--- src/rtl/dmem_port_arbiter_if.sv ---
// Bundle of the two cache-controller request/response channels and the
// shared D-memory port, seen from the arbiter (slave) or from the
// controllers/memory side (master).
interface dmem_port_arbiter_if #(
  parameter int ADDR_W = 12,
  parameter int DATA_W = 32
);
  logic              M0_REQ;
  logic              M0_WEN;
  logic              M0_BURST;
  logic [ADDR_W-1:0] M0_ADDR;
  logic [3:0]        M0_BE;
  logic [DATA_W-1:0] M0_WDATA;
  logic              M0_GNT;
  logic              M0_RVALID;
  logic [1:0]        M0_RBEAT;
  logic [DATA_W-1:0] M0_RDATA;
  logic              M0_DONE;

  logic              M1_REQ;
  logic              M1_WEN;
  logic              M1_BURST;
  logic [ADDR_W-1:0] M1_ADDR;
  logic [3:0]        M1_BE;
  logic [DATA_W-1:0] M1_WDATA;
  logic              M1_GNT;
  logic              M1_RVALID;
  logic [1:0]        M1_RBEAT;
  logic [DATA_W-1:0] M1_RDATA;
  logic              M1_DONE;

  logic              D_MEM_CSN;
  logic              D_MEM_WEN;
  logic [ADDR_W-1:0] D_MEM_ADDR;
  logic [3:0]        D_MEM_BE;
  logic [DATA_W-1:0] D_MEM_DOUT;
  logic [DATA_W-1:0] D_MEM_DI;

  modport slave (
    input  M0_REQ, M0_WEN, M0_BURST, M0_ADDR, M0_BE, M0_WDATA,
    output M0_GNT, M0_RVALID, M0_RBEAT, M0_RDATA, M0_DONE,
    input  M1_REQ, M1_WEN, M1_BURST, M1_ADDR, M1_BE, M1_WDATA,
    output M1_GNT, M1_RVALID, M1_RBEAT, M1_RDATA, M1_DONE,
    output D_MEM_CSN, D_MEM_WEN, D_MEM_ADDR, D_MEM_BE, D_MEM_DOUT,
    input  D_MEM_DI
  );

  modport master (
    output M0_REQ, M0_WEN, M0_BURST, M0_ADDR, M0_BE, M0_WDATA,
    input  M0_GNT, M0_RVALID, M0_RBEAT, M0_RDATA, M0_DONE,
    output M1_REQ, M1_WEN, M1_BURST, M1_ADDR, M1_BE, M1_WDATA,
    input  M1_GNT, M1_RVALID, M1_RBEAT, M1_RDATA, M1_DONE,
    input  D_MEM_CSN, D_MEM_WEN, D_MEM_ADDR, D_MEM_BE, D_MEM_DOUT,
    output D_MEM_DI
  );
endinterface

--- src/rtl/dmem_port_arbiter.sv ---
// Round-robin arbiter sharing one D-memory port between the D-cache (M0)
// and I-cache (M1) controllers. Single reads/writes or aligned read bursts;
// the owner keeps the port until its DONE. All outputs are registered.
module dmem_port_arbiter #(
  parameter int ADDR_W    = 12,
  parameter int DATA_W    = 32,
  parameter int BURST_LEN = 4
) (
  input logic             CLK,
  input logic             RST,
  dmem_port_arbiter_if.slave bus
);

  localparam int BW = $clog2(BURST_LEN);

  typedef enum logic [1:0] {IDLE, ISSUE, WAIT} state_t;

  state_t               st_q, st_d;
  logic                 own_q, own_d;
  logic                 pri_q, pri_d;
  logic                 rd_q, rd_d;
  logic                 burst_q, burst_d;
  logic [ADDR_W-BW-1:0] ahi_q, ahi_d;
  logic [BW-1:0]        iss_q, iss_d;
  logic                 cap_q, cap_d;
  logic                 cap_last_q, cap_last_d;
  logic [BW-1:0]        cap_beat_q, cap_beat_d;
  logic                 csn_q, csn_d;
  logic                 mwen_q, mwen_d;
  logic [ADDR_W-1:0]    maddr_q, maddr_d;
  logic [3:0]           mbe_q, mbe_d;
  logic [DATA_W-1:0]    mdout_q, mdout_d;
  logic [1:0]           gnt_q, gnt_d;
  logic [1:0]           rvalid_q, rvalid_d;
  logic [1:0]           done_q, done_d;
  logic [1:0]           rbeat_q [2];
  logic [1:0]           rbeat_d [2];
  logic [DATA_W-1:0]    rdata_q [2];
  logic [DATA_W-1:0]    rdata_d [2];

  logic                 el0, el1, pick;
  logic                 sel_wen, sel_burst;
  logic [ADDR_W-1:0]    sel_addr;
  logic [3:0]           sel_be;
  logic [DATA_W-1:0]    sel_wdata;
  logic                 is_last;
  logic [BW-1:0]        iss_nx;

  function automatic logic [ADDR_W-1:0] beat_addr(input logic [ADDR_W-BW-1:0] hi,
                                                  input logic [BW-1:0] k);
    return {hi, k};
  endfunction

  // Request selection: a master whose DONE is on the bus this cycle is still
  // holding its finished request, so it is excluded from this decision.
  always_comb begin
    el0       = bus.M0_REQ & ~done_q[0];
    el1       = bus.M1_REQ & ~done_q[1];
    pick      = (el0 & el1) ? pri_q : el1;
    sel_wen   = pick ? bus.M1_WEN   : bus.M0_WEN;
    sel_burst = pick ? bus.M1_BURST : bus.M0_BURST;
    sel_addr  = pick ? bus.M1_ADDR  : bus.M0_ADDR;
    sel_be    = pick ? bus.M1_BE    : bus.M0_BE;
    sel_wdata = pick ? bus.M1_WDATA : bus.M0_WDATA;
    is_last   = ~burst_q | (iss_q == BW'(BURST_LEN - 1));
    iss_nx    = iss_q + BW'(1);
  end

  // Next-state, command issue and read-beat return.
  always_comb begin
    st_d       = st_q;
    own_d      = own_q;
    pri_d      = pri_q;
    rd_d       = rd_q;
    burst_d    = burst_q;
    ahi_d      = ahi_q;
    iss_d      = iss_q;
    csn_d      = csn_q;
    mwen_d     = mwen_q;
    maddr_d    = maddr_q;
    mbe_d      = mbe_q;
    mdout_d    = mdout_q;
    gnt_d      = '0;
    rvalid_d   = '0;
    done_d     = '0;
    rbeat_d[0] = '0;
    rbeat_d[1] = '0;
    rdata_d[0] = '0;
    rdata_d[1] = '0;
    // A read beat visible on the port this cycle returns data next cycle.
    cap_d      = (st_q == ISSUE) & rd_q;
    cap_beat_d = iss_q;
    cap_last_d = is_last;

    case (st_q)
      IDLE: begin
        if (el0 | el1) begin
          own_d       = pick;
          pri_d       = ~pick;
          rd_d        = sel_wen;
          burst_d     = sel_burst & sel_wen;
          ahi_d       = sel_addr[ADDR_W-1:BW];
          iss_d       = '0;
          gnt_d[pick] = 1'b1;
          csn_d       = 1'b0;
          mwen_d      = sel_wen;
          maddr_d     = (sel_burst & sel_wen) ? beat_addr(sel_addr[ADDR_W-1:BW], '0) : sel_addr;
          mbe_d       = sel_be;
          mdout_d     = sel_wdata;
          st_d        = ISSUE;
        end
      end
      ISSUE: begin
        if (is_last) begin
          csn_d  = 1'b1;
          mwen_d = 1'b1;
          if (rd_q) begin
            st_d = WAIT;
          end else begin
            st_d          = IDLE;
            done_d[own_q] = 1'b1;
          end
        end else begin
          iss_d   = iss_nx;
          maddr_d = beat_addr(ahi_q, iss_nx);
        end
      end
      WAIT: begin
      end
      default: st_d = IDLE;
    endcase

    if (cap_q) begin
      rvalid_d[own_q] = 1'b1;
      rbeat_d[own_q]  = 2'(cap_beat_q);
      rdata_d[own_q]  = bus.D_MEM_DI;
      if (cap_last_q) begin
        done_d[own_q] = 1'b1;
        st_d          = IDLE;
      end
    end
  end

  // State and output registers; reset clears everything, dropping in-flight beats.
  always_ff @(posedge CLK) begin
    if (RST) begin
      st_q       <= IDLE;
      own_q      <= 1'b0;
      pri_q      <= 1'b0;
      rd_q       <= 1'b0;
      burst_q    <= 1'b0;
      ahi_q      <= '0;
      iss_q      <= '0;
      cap_q      <= 1'b0;
      cap_last_q <= 1'b0;
      cap_beat_q <= '0;
      csn_q      <= 1'b1;
      mwen_q     <= 1'b1;
      maddr_q    <= '0;
      mbe_q      <= '0;
      mdout_q    <= '0;
      gnt_q      <= '0;
      rvalid_q   <= '0;
      done_q     <= '0;
      rbeat_q[0] <= '0;
      rbeat_q[1] <= '0;
      rdata_q[0] <= '0;
      rdata_q[1] <= '0;
    end else begin
      st_q       <= st_d;
      own_q      <= own_d;
      pri_q      <= pri_d;
      rd_q       <= rd_d;
      burst_q    <= burst_d;
      ahi_q      <= ahi_d;
      iss_q      <= iss_d;
      cap_q      <= cap_d;
      cap_last_q <= cap_last_d;
      cap_beat_q <= cap_beat_d;
      csn_q      <= csn_d;
      mwen_q     <= mwen_d;
      maddr_q    <= maddr_d;
      mbe_q      <= mbe_d;
      mdout_q    <= mdout_d;
      gnt_q      <= gnt_d;
      rvalid_q   <= rvalid_d;
      done_q     <= done_d;
      rbeat_q[0] <= rbeat_d[0];
      rbeat_q[1] <= rbeat_d[1];
      rdata_q[0] <= rdata_d[0];
      rdata_q[1] <= rdata_d[1];
    end
  end

  assign bus.M0_GNT     = gnt_q[0];
  assign bus.M0_RVALID  = rvalid_q[0];
  assign bus.M0_RBEAT   = rbeat_q[0];
  assign bus.M0_RDATA   = rdata_q[0];
  assign bus.M0_DONE    = done_q[0];
  assign bus.M1_GNT     = gnt_q[1];
  assign bus.M1_RVALID  = rvalid_q[1];
  assign bus.M1_RBEAT   = rbeat_q[1];
  assign bus.M1_RDATA   = rdata_q[1];
  assign bus.M1_DONE    = done_q[1];
  assign bus.D_MEM_CSN  = csn_q;
  assign bus.D_MEM_WEN  = mwen_q;
  assign bus.D_MEM_ADDR = maddr_q;
  assign bus.D_MEM_BE   = mbe_q;
  assign bus.D_MEM_DOUT = mdout_q;

endmodule

--- src/flat_wrapper.sv ---
// flat-port wrapper written by rule: the top's interface ports become plain ports
module dmem_port_arbiter_flat 
#(
  parameter int ADDR_W    = 12,
  parameter int DATA_W    = 32,
  parameter int BURST_LEN = 4
)
  (CLK, RST, bus_M0_REQ, bus_M0_WEN, bus_M0_BURST, bus_M0_ADDR, bus_M0_BE, bus_M0_WDATA, bus_M0_GNT, bus_M0_RVALID, bus_M0_RBEAT, bus_M0_RDATA, bus_M0_DONE, bus_M1_REQ, bus_M1_WEN, bus_M1_BURST, bus_M1_ADDR, bus_M1_BE, bus_M1_WDATA, bus_M1_GNT, bus_M1_RVALID, bus_M1_RBEAT, bus_M1_RDATA, bus_M1_DONE, bus_D_MEM_CSN, bus_D_MEM_WEN, bus_D_MEM_ADDR, bus_D_MEM_BE, bus_D_MEM_DOUT, bus_D_MEM_DI);
  dmem_port_arbiter_if #(.ADDR_W(ADDR_W), .DATA_W(DATA_W)) bus_i ();
  input logic CLK;
  input logic RST;
  input wire logic [$bits(bus_i.M0_REQ)-1:0] bus_M0_REQ;
  input wire logic [$bits(bus_i.M0_WEN)-1:0] bus_M0_WEN;
  input wire logic [$bits(bus_i.M0_BURST)-1:0] bus_M0_BURST;
  input wire logic [$bits(bus_i.M0_ADDR)-1:0] bus_M0_ADDR;
  input wire logic [$bits(bus_i.M0_BE)-1:0] bus_M0_BE;
  input wire logic [$bits(bus_i.M0_WDATA)-1:0] bus_M0_WDATA;
  output wire logic [$bits(bus_i.M0_GNT)-1:0] bus_M0_GNT;
  output wire logic [$bits(bus_i.M0_RVALID)-1:0] bus_M0_RVALID;
  output wire logic [$bits(bus_i.M0_RBEAT)-1:0] bus_M0_RBEAT;
  output wire logic [$bits(bus_i.M0_RDATA)-1:0] bus_M0_RDATA;
  output wire logic [$bits(bus_i.M0_DONE)-1:0] bus_M0_DONE;
  input wire logic [$bits(bus_i.M1_REQ)-1:0] bus_M1_REQ;
  input wire logic [$bits(bus_i.M1_WEN)-1:0] bus_M1_WEN;
  input wire logic [$bits(bus_i.M1_BURST)-1:0] bus_M1_BURST;
  input wire logic [$bits(bus_i.M1_ADDR)-1:0] bus_M1_ADDR;
  input wire logic [$bits(bus_i.M1_BE)-1:0] bus_M1_BE;
  input wire logic [$bits(bus_i.M1_WDATA)-1:0] bus_M1_WDATA;
  output wire logic [$bits(bus_i.M1_GNT)-1:0] bus_M1_GNT;
  output wire logic [$bits(bus_i.M1_RVALID)-1:0] bus_M1_RVALID;
  output wire logic [$bits(bus_i.M1_RBEAT)-1:0] bus_M1_RBEAT;
  output wire logic [$bits(bus_i.M1_RDATA)-1:0] bus_M1_RDATA;
  output wire logic [$bits(bus_i.M1_DONE)-1:0] bus_M1_DONE;
  output wire logic [$bits(bus_i.D_MEM_CSN)-1:0] bus_D_MEM_CSN;
  output wire logic [$bits(bus_i.D_MEM_WEN)-1:0] bus_D_MEM_WEN;
  output wire logic [$bits(bus_i.D_MEM_ADDR)-1:0] bus_D_MEM_ADDR;
  output wire logic [$bits(bus_i.D_MEM_BE)-1:0] bus_D_MEM_BE;
  output wire logic [$bits(bus_i.D_MEM_DOUT)-1:0] bus_D_MEM_DOUT;
  input wire logic [$bits(bus_i.D_MEM_DI)-1:0] bus_D_MEM_DI;
  assign bus_i.M0_REQ = bus_M0_REQ;
  assign bus_i.M0_WEN = bus_M0_WEN;
  assign bus_i.M0_BURST = bus_M0_BURST;
  assign bus_i.M0_ADDR = bus_M0_ADDR;
  assign bus_i.M0_BE = bus_M0_BE;
  assign bus_i.M0_WDATA = bus_M0_WDATA;
  assign bus_M0_GNT = bus_i.M0_GNT;
  assign bus_M0_RVALID = bus_i.M0_RVALID;
  assign bus_M0_RBEAT = bus_i.M0_RBEAT;
  assign bus_M0_RDATA = bus_i.M0_RDATA;
  assign bus_M0_DONE = bus_i.M0_DONE;
  assign bus_i.M1_REQ = bus_M1_REQ;
  assign bus_i.M1_WEN = bus_M1_WEN;
  assign bus_i.M1_BURST = bus_M1_BURST;
  assign bus_i.M1_ADDR = bus_M1_ADDR;
  assign bus_i.M1_BE = bus_M1_BE;
  assign bus_i.M1_WDATA = bus_M1_WDATA;
  assign bus_M1_GNT = bus_i.M1_GNT;
  assign bus_M1_RVALID = bus_i.M1_RVALID;
  assign bus_M1_RBEAT = bus_i.M1_RBEAT;
  assign bus_M1_RDATA = bus_i.M1_RDATA;
  assign bus_M1_DONE = bus_i.M1_DONE;
  assign bus_D_MEM_CSN = bus_i.D_MEM_CSN;
  assign bus_D_MEM_WEN = bus_i.D_MEM_WEN;
  assign bus_D_MEM_ADDR = bus_i.D_MEM_ADDR;
  assign bus_D_MEM_BE = bus_i.D_MEM_BE;
  assign bus_D_MEM_DOUT = bus_i.D_MEM_DOUT;
  assign bus_i.D_MEM_DI = bus_D_MEM_DI;
  dmem_port_arbiter #(.ADDR_W(ADDR_W), .DATA_W(DATA_W), .BURST_LEN(BURST_LEN)) u_core (.CLK(CLK), .RST(RST), .bus(bus_i));
endmodule
--- config.mk ---
export PLATFORM = sky130hd
export DESIGN_NAME = dmem_port_arbiter_flat
export DESIGN_NICKNAME = d
export VERILOG_FILES = /design/src/rtl/dmem_port_arbiter_if.sv /design/src/rtl/dmem_port_arbiter.sv /design/src/flat_wrapper.sv
export SDC_FILE = /design/constraint.sdc
export NUM_CORES = 1
export LEC_CHECK = 0
export ABC_AREA = 1
export ABC_CLOCK_PERIOD_IN_PS = 1300
export BUFFER_PORTS_ARGS = -buffer_cell sky130_fd_sc_hd__buf_2
export CAP_MARGIN = 40
export CORE_ASPECT_RATIO = 0.9
export CORE_UTILIZATION = 40
export CTS_CLUSTER_SIZE = 25
export DETAILED_ROUTE_END_ITERATION = 12
export PLACE_DENSITY = 0.75
export SLEW_MARGIN = 5
export SYNTH_ARGS = -nofsm -noshare
export SYNTH_HDL_FRONTEND = slang
export SYNTH_SLANG_ARGS = --single-unit
--- constraint.sdc ---
create_clock -name CLK -period 1.3 [get_ports CLK]
set_input_delay 0.26 -clock CLK [delete_from_list [all_inputs] [get_ports CLK]]
set_output_delay 0.26 -clock CLK [all_outputs]
set_load 0.02 [all_outputs]
==> impl_metrics.env <==
export IMPL_status="complete, but fails checks"
export IMPL_violations="setup timing"
export IMPL_crit_family="simple AND/OR/NAND/NOR gates"
export IMPL_gp_congestion=0.773
export IMPL_cts_buffers=17
export IMPL_synth_cell_types=23
export IMPL_grt_use_total_pct=22.5
export IMPL_dr_first_iter_drc_count=323
export IMPL_syn_num_nets=768
export IMPL_drt_pass1_iter_count=5
export IMPL_setup_ws_ns=-0.0595
export IMPL_areaGrowthSynthToFinish_pct=55.2
export IMPL_layout_commonest_cell="buf_2"
export IMPL_portBuffers=259
export IMPL_syn_area_um2=5000
export IMPL_row_count=38
export IMPL_r2r_setup_slack_ns=-0.06
export IMPL_grt_pass1_vias=4807
export IMPL_period_minus_slack_ns=1.36
export IMPL_cts_max_level=4
export IMPL_dp_hpwl_mm=10.0
export IMPL_fp_dieArea_um2=13000
export IMPL_ys_ff_latch=146
export IMPL_initial_core_util_pct=41.3
export IMPL_synth_warnings=0
export IMPL_ios=260
export IMPL_fin_worst_skew_ns=0.00614
export IMPL_die_h_um=108
export IMPL_setup_tns_ns=-1.41
export IMPL_fin_crit_sh_pct=105
export IMPL_rsz0062_at_grt="true"
export IMPL_cts_tree="yes"
export IMPL_whs_ns=0.0367
export IMPL_synth_seq_area_share_pct=58.4
export IMPL_cp_max_fo=9
export IMPL_grt_first_pass_wirelength_mm=22.7
export IMPL_grt_overflow=0
export IMPL_root_buffer="clkbuf_16"
export IMPL_diodes=0
export IMPL_cts_clk_slew_worst_paths_ns=0.06
export IMPL_drive_gt1_share_pct=45.0
export IMPL_p_leak_nw=4.10
export IMPL_yosysTopAreaCell="dfxtp_1"
export IMPL_cts_hold_buf=0
export IMPL_finalNetCount=1062
export IMPL_coreArea_um2=12100
export IMPL_critPathCaptureType="register"
export IMPL_path_buf_inv=4
export IMPL_critPathArrivalTime_ns=1.67
export IMPL_start_kind="register"
export IMPL_die_x_um=120
export IMPL_finalMaxSlewViolations=0
export IMPL_hold_violations=0
export IMPL_final_cell_mix="259 x buf_2, 140 x dfxtp_1, 109 x nand2_1"
export IMPL_tightest_slew_ns=0.582
export IMPL_cts_sinks=146
export IMPL_critPathKind="reg -> reg"
export IMPL_fmax_ghz=0.736
export IMPL_grt_max_degree=41
export IMPL_required_ns=1.61
export IMPL_ir_drop_mv=0.920
export IMPL_ys_top_cells_by_area="dfxtp_1 58%, nand2_1 11%, nor2_1 7.5%"
export IMPL_path_cells="inv_4 -> buf_6 -> nand3_4 -> nand2_8 -> nor2_4 -> nand2_2 -> clkinv_4 -> buf_12 -> nand2_1 -> nand3_1"
export IMPL_wl_per_cell_um=13.5
export IMPL_filler_cell_count=1006
export IMPL_relSlewSlack_pct=61.1
export IMPL_remaining_drc_errors=0
export IMPL_wl_mm=14.8
export IMPL_viasPerCell=4.74
export IMPL_pre_cts_ws_ns=-0.138
export IMPL_drv_cap=0
export IMPL_num_vias=5200
export IMPL_powerDensity_nw_per_um2=1560
export IMPL_cpMaxStageDelayCell="dfxtp_4"
export IMPL_antenna_found_initial=0
export IMPL_slowest_delay_ns=0.35
export IMPL_clk_latency_ns=0.42
export IMPL_synthCells=631
export IMPL_setup_viol=37
export IMPL_postRouteAntennaNets=0
export IMPL_syn_area_per_cell_um2=7.93
export IMPL_cts_buffer_depth=2
export IMPL_synth_top_cell_area_share_pct=58.4
export IMPL_hold_class="in -> reg"
-- Yosys cell counts --
cell,count
a211oi_1,1
a21oi_1,27
a31oi_1,10
buf_1,3
buf_2,9
buf_4,1
buf_6,3
clkbuf_1,16
dfxtp_1,146
ha_1,1
inv_1,63
inv_2,5
nand2_1,145
nand2_2,2
nand3_1,58
nand3b_1,1
nand4_1,1
nor2_1,100
nor2_2,4
nor3_1,5
nor3_4,1
o21ai_0,28
o31ai_1,1
-- through the flow --
step / instance area (um^2) / utilization [%] / cells / power [mW]
global placement: 6750 / 55.7 / 1056 / 7.01
floorplan: 5050 / - / 631 / 6.17
finish: 7760 / 64.0 / 1098 / 12.1
CTS: 7560 / 62.3 / 1095 / 12.0
global route: 7760 / 64.0 / 1098 / 12.6
detailed placement: 6750 / 55.7 / 1056 / 7.03
-- worst paths after layout --
check | startpoint | depth (start not counted) | to
max | u_core.done_q[0] | 10 | u_core.bus.D_MEM_DOUT[11]
min | bus_M0_WDATA[28] | 3 | u_core.bus.D_MEM_DOUT[28]
max reg2reg | u_core.done_q[0] | 10 | u_core.bus.D_MEM_DOUT[11]
min reg2reg | u_core.cap_beat_q[1] | 2 | u_core.rbeat_q[0][1]
-- cells by family (layout without fill, tap and decap cells) --
family	count (synthesis)	after routing	share of synthesized area [%]
compound gates	67	67	7.05
fa+ha+maj	1	1	0.250
buf+inv	100	406	8.25
flops	146	146	58.4
simple gates	317	318	26.0
-- layout make-up --
class | count | area, um^2 | area share [%]
inverters | 68 | 268 | 3.45
repair buffers | 306 | 1810 | 23.3
multi-input cells | 386 | 1970 | 25.4
well taps | 160 | 200 | 2.58
clock inverters | 14 | 140 | 1.80
flip-flops and latches | 146 | 2940 | 37.8
clock buffers | 18 | 439 | 5.66
-- flip-flops by register name, summed over array words and instances (netlist names), 2 cells and up --
signal	cells
u_core.ahi_q	10
u_core.bus.D_MEM_BE	4
u_core.cap_beat_q	2
u_core.st_q	2
u_core.gnt_q	2
u_core.done_q	2
u_core.rvalid_q	2
u_core.cap_beat_d	2
u_core.rdata_q	64
u_core.bus.D_MEM_DOUT	32
u_core.bus.D_MEM_ADDR	12
u_core.rbeat_q	4
-- metal layers --
| layer | vias up | wire (um) | track usage [%] |
|---|---|---|---|
| met3 | 25 | 1170 | 7.17 |
| met2 | 258 | 7170 | 37.3 |
| met5 | - | 0 | 0 |
| li1 | 2559 | - | - |
| met1 | 2358 | 6220 | 26.9 |
| met4 | 0 | 280 | 9.55 |
-- worst reg2reg max path: stages (launching register included) --
cell and delay (ns):
dfxtp_4 0.35, inv_4 0.05, buf_6 0.09, nand3_4 0.09
nand2_8 0.11, nor2_4 0.05, nand2_2 0.09, clkinv_4 0.11
buf_12 0.16, nand2_1 0.07, nand3_1 0.06
-- repair_timing --
| item | in CTS | in global routing |
|---|---|---|
| pin swaps | 6 | 18 |
| setup endpoints to repair | 61 | 66 |
| resized for setup | 53 | 59 |
| gates cloned | 3 | 1 |
| setup buffers | 4 | 3 |
-- report_power, final --
group          internal (mW)  switching (mW)
clock                   2.74            2.02
combinational          0.956            1.40
sequential              4.80           0.170
Power figures use the tool's default switching activity.
